$ cat config.mk
export PLATFORM = sky130hd
export DESIGN_NAME = mips_ex_stage_flat
export DESIGN_NICKNAME = d
export VERILOG_FILES = /design/src/rtl/mips_pkg.sv /design/src/rtl/mips_ex_if.sv /design/src/rtl/mips_mul_seq.sv /design/src/rtl/mips_ex_stage.sv /design/src/flat_wrapper.sv
export SDC_FILE = /design/constraint.sdc
export NUM_CORES = 2
export LEC_CHECK = 0
export CORE_ASPECT_RATIO = 0.5
export CORE_MARGIN = 4
export CORE_UTILIZATION = 53
export DETAILED_ROUTE_END_ITERATION = 6
export DONT_BUFFER_PORTS = 1
export PLACE_DENSITY = 0.68
export SLEW_MARGIN = 20
export SYNTH_ARGS = -nofsm -noshare
export SYNTH_HDL_FRONTEND = slang
export SYNTH_SLANG_ARGS = --single-unit
$ cat constraint.sdc
create_clock -name clk -period 14 [get_ports clk]
set_input_delay 1.4 -clock clk [delete_from_list [all_inputs] [get_ports clk]]
set_output_delay 1.4 -clock clk [all_outputs]
set_load 0.02 [all_outputs]
$ cat src/rtl/mips_pkg.sv
// mips_pkg: shared EX-stage constants (funct codes, alu_op encoding, multiplier states, EX/MEM entry layout)
package mips_pkg;
  localparam int DATA_W = 32;
  localparam int REG_W = 5;
  typedef enum logic [1:0] {ALU_ADD = 2'b00, ALU_SUB = 2'b01, ALU_RTYPE = 2'b10, ALU_ORI = 2'b11} alu_op_t;
  typedef enum logic [1:0] {IDLE, MUL, DONE} mul_state_t;
  localparam logic [5:0] F_SLL = 6'h00, F_SRL = 6'h02, F_SRA = 6'h03, F_MFHI = 6'h10, F_MFLO = 6'h12,
                         F_MULT = 6'h18, F_MULTU = 6'h19, F_ADD = 6'h20, F_ADDU = 6'h21, F_SUB = 6'h22,
                         F_SUBU = 6'h23, F_AND = 6'h24, F_OR = 6'h25, F_XOR = 6'h26, F_NOR = 6'h27,
                         F_SLT = 6'h2A, F_SLTU = 6'h2B;
  typedef struct packed {
    logic valid, reg_write, mem_to_reg, mem_read, mem_write, branch_taken;
    logic [DATA_W-1:0] branch_target, alu_result, store_data;
    logic [REG_W-1:0] dest;
  } exmem_t;
endpackage

$ cat src/rtl/mips_ex_if.sv
// mips_ex_if: ID/EX input bundle and EX/MEM output bundle with valid/ready on each side; master = upstream/downstream peers, slave = EX stage
interface mips_ex_if;
  import mips_pkg::*;
  logic idex_valid, idex_ready;
  logic idex_reg_write, idex_mem_to_reg, idex_mem_read, idex_mem_write, idex_branch, idex_alu_src, idex_reg_dst;
  logic [1:0] idex_alu_op;
  logic [DATA_W-1:0] idex_pc4, idex_rs_data, idex_rt_data, idex_imm;
  logic [REG_W-1:0] idex_rt, idex_rd, idex_shamt;
  logic [5:0] idex_funct;
  logic exmem_ready, exmem_valid;
  logic exmem_reg_write, exmem_mem_to_reg, exmem_mem_read, exmem_mem_write, exmem_branch_taken;
  logic [DATA_W-1:0] exmem_branch_target, exmem_alu_result, exmem_store_data;
  logic [REG_W-1:0] exmem_dest;
  modport master(
    output idex_valid, idex_reg_write, idex_mem_to_reg, idex_mem_read, idex_mem_write, idex_branch,
           idex_alu_src, idex_reg_dst, idex_alu_op, idex_pc4, idex_rs_data, idex_rt_data, idex_imm,
           idex_rt, idex_rd, idex_shamt, idex_funct, exmem_ready,
    input  idex_ready, exmem_valid, exmem_reg_write, exmem_mem_to_reg, exmem_mem_read, exmem_mem_write,
           exmem_branch_taken, exmem_branch_target, exmem_alu_result, exmem_store_data, exmem_dest
  );
  modport slave(
    input  idex_valid, idex_reg_write, idex_mem_to_reg, idex_mem_read, idex_mem_write, idex_branch,
           idex_alu_src, idex_reg_dst, idex_alu_op, idex_pc4, idex_rs_data, idex_rt_data, idex_imm,
           idex_rt, idex_rd, idex_shamt, idex_funct, exmem_ready,
    output idex_ready, exmem_valid, exmem_reg_write, exmem_mem_to_reg, exmem_mem_read, exmem_mem_write,
           exmem_branch_taken, exmem_branch_target, exmem_alu_result, exmem_store_data, exmem_dest
  );
endinterface

$ cat src/rtl/mips_mul_seq.sv
// mips_mul_seq: sequential shift-add multiplier (start/is_signed/a/b/abort in; done pulses on the cycle of the last step, product valid afterwards)
module mips_mul_seq #(
  parameter int MUL_CYCLES = 32
) (
  input  logic        clk,
  input  logic        rst,
  input  logic        start,
  input  logic        is_signed,
  input  logic        abort,
  input  logic [31:0] a,
  input  logic [31:0] b,
  output logic        done,
  output logic [63:0] product
);
  localparam int CW = $clog2(MUL_CYCLES);
  logic busy, neg;
  logic [CW-1:0] cnt;
  logic [31:0] mplier;
  logic [63:0] mcand, acc;
  assign done = busy && cnt == CW'(MUL_CYCLES - 1);
  assign product = neg ? -acc : acc;
  always_ff @(posedge clk) begin
    if (rst || abort) begin
      busy <= 1'b0;
      neg <= 1'b0;
      cnt <= '0;
      mplier <= '0;
      mcand <= '0;
      acc <= '0;
    end else if (start) begin
      busy <= 1'b1;
      neg <= is_signed && (a[31] ^ b[31]);
      cnt <= '0;
      mplier <= (is_signed && a[31]) ? -a : a;
      mcand <= {32'b0, (is_signed && b[31]) ? -b : b};
      acc <= '0;
    end else if (busy) begin
      acc <= acc + (mplier[0] ? mcand : 64'b0);
      mcand <= mcand << 1;
      mplier <= mplier >> 1;
      cnt <= cnt + 1'b1;
      busy <= !done;
    end
  end
endmodule

$ cat src/rtl/mips_ex_stage.sv
// mips_ex_stage: MIPS execute stage (clk, rst, flush; ex = ID/EX in + EX/MEM out via mips_ex_if; mul_busy = multiplier not idle)
module mips_ex_stage
  import mips_pkg::*;
#(
  parameter int MUL_CYCLES = 32
) (
  input  logic clk,
  input  logic rst,
  input  logic flush,
  mips_ex_if.slave ex,
  output logic mul_busy
);
  mul_state_t state_q, state_n;
  exmem_t em, alu_e;
  logic slot_free, accept, is_mul, mul_done, hilo_we, valid_funct;
  logic [DATA_W-1:0] b, hi, lo, result;
  logic [63:0] product;
  assign slot_free = !em.valid || ex.exmem_ready;
  assign ex.idex_ready = state_q == IDLE && slot_free && !rst;
  assign accept = ex.idex_valid && ex.idex_ready && !flush;
  assign is_mul = ex.idex_alu_op == ALU_RTYPE && (ex.idex_funct == F_MULT || ex.idex_funct == F_MULTU);
  assign b = ex.idex_alu_src ? ex.idex_imm : ex.idex_rt_data;
  assign hilo_we = state_q == DONE && slot_free && !flush;
  assign mul_busy = state_q != IDLE;
  always_comb begin
    valid_funct = 1'b1;
    result = '0;
    case (ex.idex_alu_op)
      ALU_ADD: result = ex.idex_rs_data + b;
      ALU_SUB: result = ex.idex_rs_data - b;
      ALU_ORI: result = ex.idex_rs_data | b;
      default:
        case (ex.idex_funct)
          F_ADD, F_ADDU: result = ex.idex_rs_data + b;
          F_SUB, F_SUBU: result = ex.idex_rs_data - b;
          F_AND: result = ex.idex_rs_data & b;
          F_OR: result = ex.idex_rs_data | b;
          F_XOR: result = ex.idex_rs_data ^ b;
          F_NOR: result = ~(ex.idex_rs_data | b);
          F_SLT: result = {31'b0, $signed(ex.idex_rs_data) < $signed(b)};
          F_SLTU: result = {31'b0, ex.idex_rs_data < b};
          F_SLL: result = ex.idex_rt_data << ex.idex_shamt;
          F_SRL: result = ex.idex_rt_data >> ex.idex_shamt;
          F_SRA: result = $signed(ex.idex_rt_data) >>> ex.idex_shamt;
          F_MFHI: result = hi;
          F_MFLO: result = lo;
          default: valid_funct = 1'b0;
        endcase
    endcase
  end
  assign alu_e = '{valid: 1'b1, reg_write: ex.idex_reg_write && valid_funct, mem_to_reg: ex.idex_mem_to_reg,
                   mem_read: ex.idex_mem_read, mem_write: ex.idex_mem_write,
                   branch_taken: ex.idex_branch && ex.idex_rs_data == b,
                   branch_target: ex.idex_pc4 + {ex.idex_imm[DATA_W-3:0], 2'b00}, alu_result: result,
                   store_data: ex.idex_rt_data, dest: ex.idex_reg_dst ? ex.idex_rd : ex.idex_rt};
  always_comb begin
    state_n = state_q;
    case (state_q)
      IDLE: state_n = (accept && is_mul) ? MUL : IDLE;
      MUL: state_n = flush ? IDLE : mul_done ? DONE : MUL;
      DONE: state_n = (flush || slot_free) ? IDLE : DONE;
      default: state_n = IDLE;
    endcase
  end
  always_ff @(posedge clk) begin
    if (rst) begin
      state_q <= IDLE;
      hi <= '0;
      lo <= '0;
      em <= '0;
    end else begin
      state_q <= state_n;
      if (hilo_we) begin
        hi <= product[63:32];
        lo <= product[31:0];
        em <= '{valid: 1'b1, alu_result: product[31:0], default: '0};
      end else if (accept && !is_mul) em <= alu_e;
      else if (slot_free) em.valid <= 1'b0;
    end
  end
  mips_mul_seq #(.MUL_CYCLES(MUL_CYCLES)) u_mul (
    .clk(clk),
    .rst(rst),
    .start(accept && is_mul),
    .is_signed(ex.idex_funct == F_MULT),
    .abort(flush),
    .a(ex.idex_rs_data),
    .b(ex.idex_rt_data),
    .done(mul_done),
    .product(product)
  );
  assign ex.exmem_valid = em.valid;
  assign ex.exmem_reg_write = em.reg_write;
  assign ex.exmem_mem_to_reg = em.mem_to_reg;
  assign ex.exmem_mem_read = em.mem_read;
  assign ex.exmem_mem_write = em.mem_write;
  assign ex.exmem_branch_taken = em.branch_taken;
  assign ex.exmem_branch_target = em.branch_target;
  assign ex.exmem_alu_result = em.alu_result;
  assign ex.exmem_store_data = em.store_data;
  assign ex.exmem_dest = em.dest;
endmodule
$ cat src/flat_wrapper.sv
// flat-port wrapper written by rule: the top's interface ports become plain ports
module mips_ex_stage_flat import mips_pkg::*;
#(
  parameter int MUL_CYCLES = 32
)
  (clk, rst, flush, mul_busy, ex_idex_valid, ex_idex_reg_write, ex_idex_mem_to_reg, ex_idex_mem_read, ex_idex_mem_write, ex_idex_branch, ex_idex_alu_src, ex_idex_reg_dst, ex_idex_alu_op, ex_idex_pc4, ex_idex_rs_data, ex_idex_rt_data, ex_idex_imm, ex_idex_rt, ex_idex_rd, ex_idex_shamt, ex_idex_funct, ex_exmem_ready, ex_idex_ready, ex_exmem_valid, ex_exmem_reg_write, ex_exmem_mem_to_reg, ex_exmem_mem_read, ex_exmem_mem_write, ex_exmem_branch_taken, ex_exmem_branch_target, ex_exmem_alu_result, ex_exmem_store_data, ex_exmem_dest);
  mips_ex_if ex_i ();
  input  logic clk;
  input  logic rst;
  input  logic flush;
  output logic mul_busy;
  input wire logic [$bits(ex_i.idex_valid)-1:0] ex_idex_valid;
  input wire logic [$bits(ex_i.idex_reg_write)-1:0] ex_idex_reg_write;
  input wire logic [$bits(ex_i.idex_mem_to_reg)-1:0] ex_idex_mem_to_reg;
  input wire logic [$bits(ex_i.idex_mem_read)-1:0] ex_idex_mem_read;
  input wire logic [$bits(ex_i.idex_mem_write)-1:0] ex_idex_mem_write;
  input wire logic [$bits(ex_i.idex_branch)-1:0] ex_idex_branch;
  input wire logic [$bits(ex_i.idex_alu_src)-1:0] ex_idex_alu_src;
  input wire logic [$bits(ex_i.idex_reg_dst)-1:0] ex_idex_reg_dst;
  input wire logic [$bits(ex_i.idex_alu_op)-1:0] ex_idex_alu_op;
  input wire logic [$bits(ex_i.idex_pc4)-1:0] ex_idex_pc4;
  input wire logic [$bits(ex_i.idex_rs_data)-1:0] ex_idex_rs_data;
  input wire logic [$bits(ex_i.idex_rt_data)-1:0] ex_idex_rt_data;
  input wire logic [$bits(ex_i.idex_imm)-1:0] ex_idex_imm;
  input wire logic [$bits(ex_i.idex_rt)-1:0] ex_idex_rt;
  input wire logic [$bits(ex_i.idex_rd)-1:0] ex_idex_rd;
  input wire logic [$bits(ex_i.idex_shamt)-1:0] ex_idex_shamt;
  input wire logic [$bits(ex_i.idex_funct)-1:0] ex_idex_funct;
  input wire logic [$bits(ex_i.exmem_ready)-1:0] ex_exmem_ready;
  output wire logic [$bits(ex_i.idex_ready)-1:0] ex_idex_ready;
  output wire logic [$bits(ex_i.exmem_valid)-1:0] ex_exmem_valid;
  output wire logic [$bits(ex_i.exmem_reg_write)-1:0] ex_exmem_reg_write;
  output wire logic [$bits(ex_i.exmem_mem_to_reg)-1:0] ex_exmem_mem_to_reg;
  output wire logic [$bits(ex_i.exmem_mem_read)-1:0] ex_exmem_mem_read;
  output wire logic [$bits(ex_i.exmem_mem_write)-1:0] ex_exmem_mem_write;
  output wire logic [$bits(ex_i.exmem_branch_taken)-1:0] ex_exmem_branch_taken;
  output wire logic [$bits(ex_i.exmem_branch_target)-1:0] ex_exmem_branch_target;
  output wire logic [$bits(ex_i.exmem_alu_result)-1:0] ex_exmem_alu_result;
  output wire logic [$bits(ex_i.exmem_store_data)-1:0] ex_exmem_store_data;
  output wire logic [$bits(ex_i.exmem_dest)-1:0] ex_exmem_dest;
  assign ex_i.idex_valid = ex_idex_valid;
  assign ex_i.idex_reg_write = ex_idex_reg_write;
  assign ex_i.idex_mem_to_reg = ex_idex_mem_to_reg;
  assign ex_i.idex_mem_read = ex_idex_mem_read;
  assign ex_i.idex_mem_write = ex_idex_mem_write;
  assign ex_i.idex_branch = ex_idex_branch;
  assign ex_i.idex_alu_src = ex_idex_alu_src;
  assign ex_i.idex_reg_dst = ex_idex_reg_dst;
  assign ex_i.idex_alu_op = ex_idex_alu_op;
  assign ex_i.idex_pc4 = ex_idex_pc4;
  assign ex_i.idex_rs_data = ex_idex_rs_data;
  assign ex_i.idex_rt_data = ex_idex_rt_data;
  assign ex_i.idex_imm = ex_idex_imm;
  assign ex_i.idex_rt = ex_idex_rt;
  assign ex_i.idex_rd = ex_idex_rd;
  assign ex_i.idex_shamt = ex_idex_shamt;
  assign ex_i.idex_funct = ex_idex_funct;
  assign ex_i.exmem_ready = ex_exmem_ready;
  assign ex_idex_ready = ex_i.idex_ready;
  assign ex_exmem_valid = ex_i.exmem_valid;
  assign ex_exmem_reg_write = ex_i.exmem_reg_write;
  assign ex_exmem_mem_to_reg = ex_i.exmem_mem_to_reg;
  assign ex_exmem_mem_read = ex_i.exmem_mem_read;
  assign ex_exmem_mem_write = ex_i.exmem_mem_write;
  assign ex_exmem_branch_taken = ex_i.exmem_branch_taken;
  assign ex_exmem_branch_target = ex_i.exmem_branch_target;
  assign ex_exmem_alu_result = ex_i.exmem_alu_result;
  assign ex_exmem_store_data = ex_i.exmem_store_data;
  assign ex_exmem_dest = ex_i.exmem_dest;
  mips_ex_stage #(.MUL_CYCLES(MUL_CYCLES)) u_core (.clk(clk), .rst(rst), .flush(flush), .ex(ex_i), .mul_busy(mul_busy));
endmodule
==> flow_summary.ini <==
[placement]
dpl-instance-area_sq_um = 31200
place_ws_ns = 8.42
numPortBuffers = 0
place_congestion = 1.05
hpwl_um = 104000
dp.cells = 4659

[pwr]
ir_drop_v = 0.0000873
p_leak_nw = 12.3
total_power_mw = 2.65
powerDensity_nw_per_um2 = 81.9

[sta]
hold_slack_ns = 0.462
final.setup.tns_ns = 0
slew_headroom = 0.0973
slew_violations = 0
finalCritPeriodShare = 0.367
fin_skew_ns = 0.0255
fin_crit_ns = 5.14
worst_slew_pin_slew_ns = 1.32
hold_viol_final = 0
fin_ws_ns = 8.86
rsz0062_at_grt = false
setup_violations = 0
clock.fmax_mhz = 195

[synth]
synthesis.nets = 4532
synth_warnings = 0
synth_edf_count = 0
yosysSeqAreaShare = 0.219
yosys.cell_types.count = 90
netlist.area_leader.share = 0.219
synth_seq_cells = 340
synth_top_area_cell = dfxtp_1
ys.flop_type = dfxtp_1
async_flop_share = 0
synthCells = 4171
avgSynthCellArea_sq_um = 7.45
syn-cell-area_sq_um = 31100
synthTopCellsByArea = dfxtp_1 (22%), mux2i_1 (8.3%), ha_1 (7.8%)

[layout]
final_core_util = 0.560
final_common_cell = nor2_1
final_cells = 4728
design_area_sq_um = 32300
fin_nets = 4289
final_cell_mix = nor2_1 (447), nand2_1 (414), a21oi_1 (375), dfxtp_1 (338), mux2i_1 (258)
reg_top3 = u_core.u_mul.acc x64, u_core.u_mul.mcand x64
syn2layout_area_growth_pct = 3.97
drive_gt1_frac = 0.0473

[critical_path]
crit_arrival_ns = 5.60
criticalPathCategory = in -> reg
cp_max_fo = 36
end_kind = register
critPathLaunchType = input pin
cp.required_ns = 14.46

[floorplanning]
chipWidth_um = 350
dieArea_sq_um = 62800
fp-row-count = 62
start_util = 0.538
coreArea_sq_um = 57700
ios = 272
die_h_um = 179

[route]
antenna_left = 0
post-route-drc-count = 20
dr.pass1.iters = 7
vias = 32468
via_per_inst = 6.87
wl_per_cell_um = 28.8
routed_wl_um = 136000
drtIter0Drc = 5031

[clock_network]
clk_latency_ns = 0.58
postCtsSetupRepairBufs = 0
cts_buffers = 35
hold_buffers = 0
cts_resized = 0
htree_levels = 2
clkSlewWorstSetupHoldPaths_ns = 0.07
cts_tree = yes
cts_root_buffer = clkbuf_16
clock_sinks = 340
cts_buffer_depth = 3

[min_path]
min_path_type = reg -> reg

[global_route]
grt_pass1_wl_um = 194000
grt_usage = 0.412
antenna_found_initial = 12
first_global_vias = 28663
gr-total-overflow = 0
grt_max_degree = 103

[status]
status = finished with violations
violations = design-rule violations

[job]
cap_viol_max_count = 0
worst paths after layout:
| check | startpoint | to | slack (ns) | depth (start not counted) |
|---|---|---|---|---|
| worst max-delay path | ex_idex_alu_src | u_core.ex.exmem_alu_result[29] | 8.86 | 13 |
| worst max register to register | u_core.u_mul.mplier[0] | u_core.u_mul.acc[43] | 9.24 | 14 |
| worst min-delay path | u_core.lo[26] | u_core.lo[26] | 0.46 | 2 |
| worst min register to register | u_core.lo[26] | u_core.lo[26] | 0.46 | 2 |
synth_stat cells, types with 61 or more instances:
cell / count
o21ai_0: 258
mux2i_1: 258
a21o_1: 61
dfxtp_1: 340
and2_1: 70
ha_1: 194
nand3_1: 72
nand2_1: 415
clkbuf_1: 253
xor2_1: 103
nor3_1: 71
a21oi_1: 375
nor2_1: 452
a211oi_1: 151
inv_1: 130
xnor2_1: 166
cells by family after synthesis:
logic type	after synthesis	share of synthesized area
XOR/XNOR	269	0.0758
buffers and inverters	449	0.0547
AND/OR/NAND/NOR	1345	0.199
flip-flops	340	0.219
multiplexers	306	0.110
AO/OA/AOI/OAI	1264	0.260
adder cells (fa/ha/maj)	198	0.0807
power by group:
group / internal (mW) / leakage [nW] / switching (mW) / total, mW
sequential: 0.982 / 2.75 / 0.0344 / 1.02
combinational: 0.229 / 9.06 / 0.440 / 0.670
clock: 0.521 / 0.530 / 0.439 / 0.959
total: 1.73 / 12.3 / 0.913 / 2.65
final cells by class:
| cell class | instances | area (sq um) |
|---|---|---|
| flip-flops and latches | 340 | 6810 |
| well taps | 768 | 961 |
| clock inverters | 10 | 149 |
| repair buffers | 35 | 263 |
| multi-input cells | 3382 | 22600 |
| inverters | 134 | 503 |
| fillers | 5553 | 25400 |
| clock buffers | 49 | 958 |
| diodes | 10 | 25.0 |
routing by layer:
metal  routed length, um  GRT usage  part of all wire  vias to the layer above
met5                 158     0.0141            0.0012                        -
met4                4410      0.119             0.032                        8
met3               20200      0.178              0.15                      277
met2               52800      0.559              0.39                     2021
met1               58700      0.582              0.43                    15536
li1                    -          -                 -                    14626
critical path, stage by stage:
cell and delay, ns:
mux2i_1 0.40, ha_1 0.45, nor4b_1 0.48, o21ai_0 0.15
a31oi_1 0.32, nor2_1 0.14, o21ai_0 0.31, a21boi_0 0.27
o41ai_1 0.72, mux2i_1 0.19, xnor2_1 0.17, a2111oi_0 0.42
o22ai_1 0.14
(Power assumes the default switching activity.)
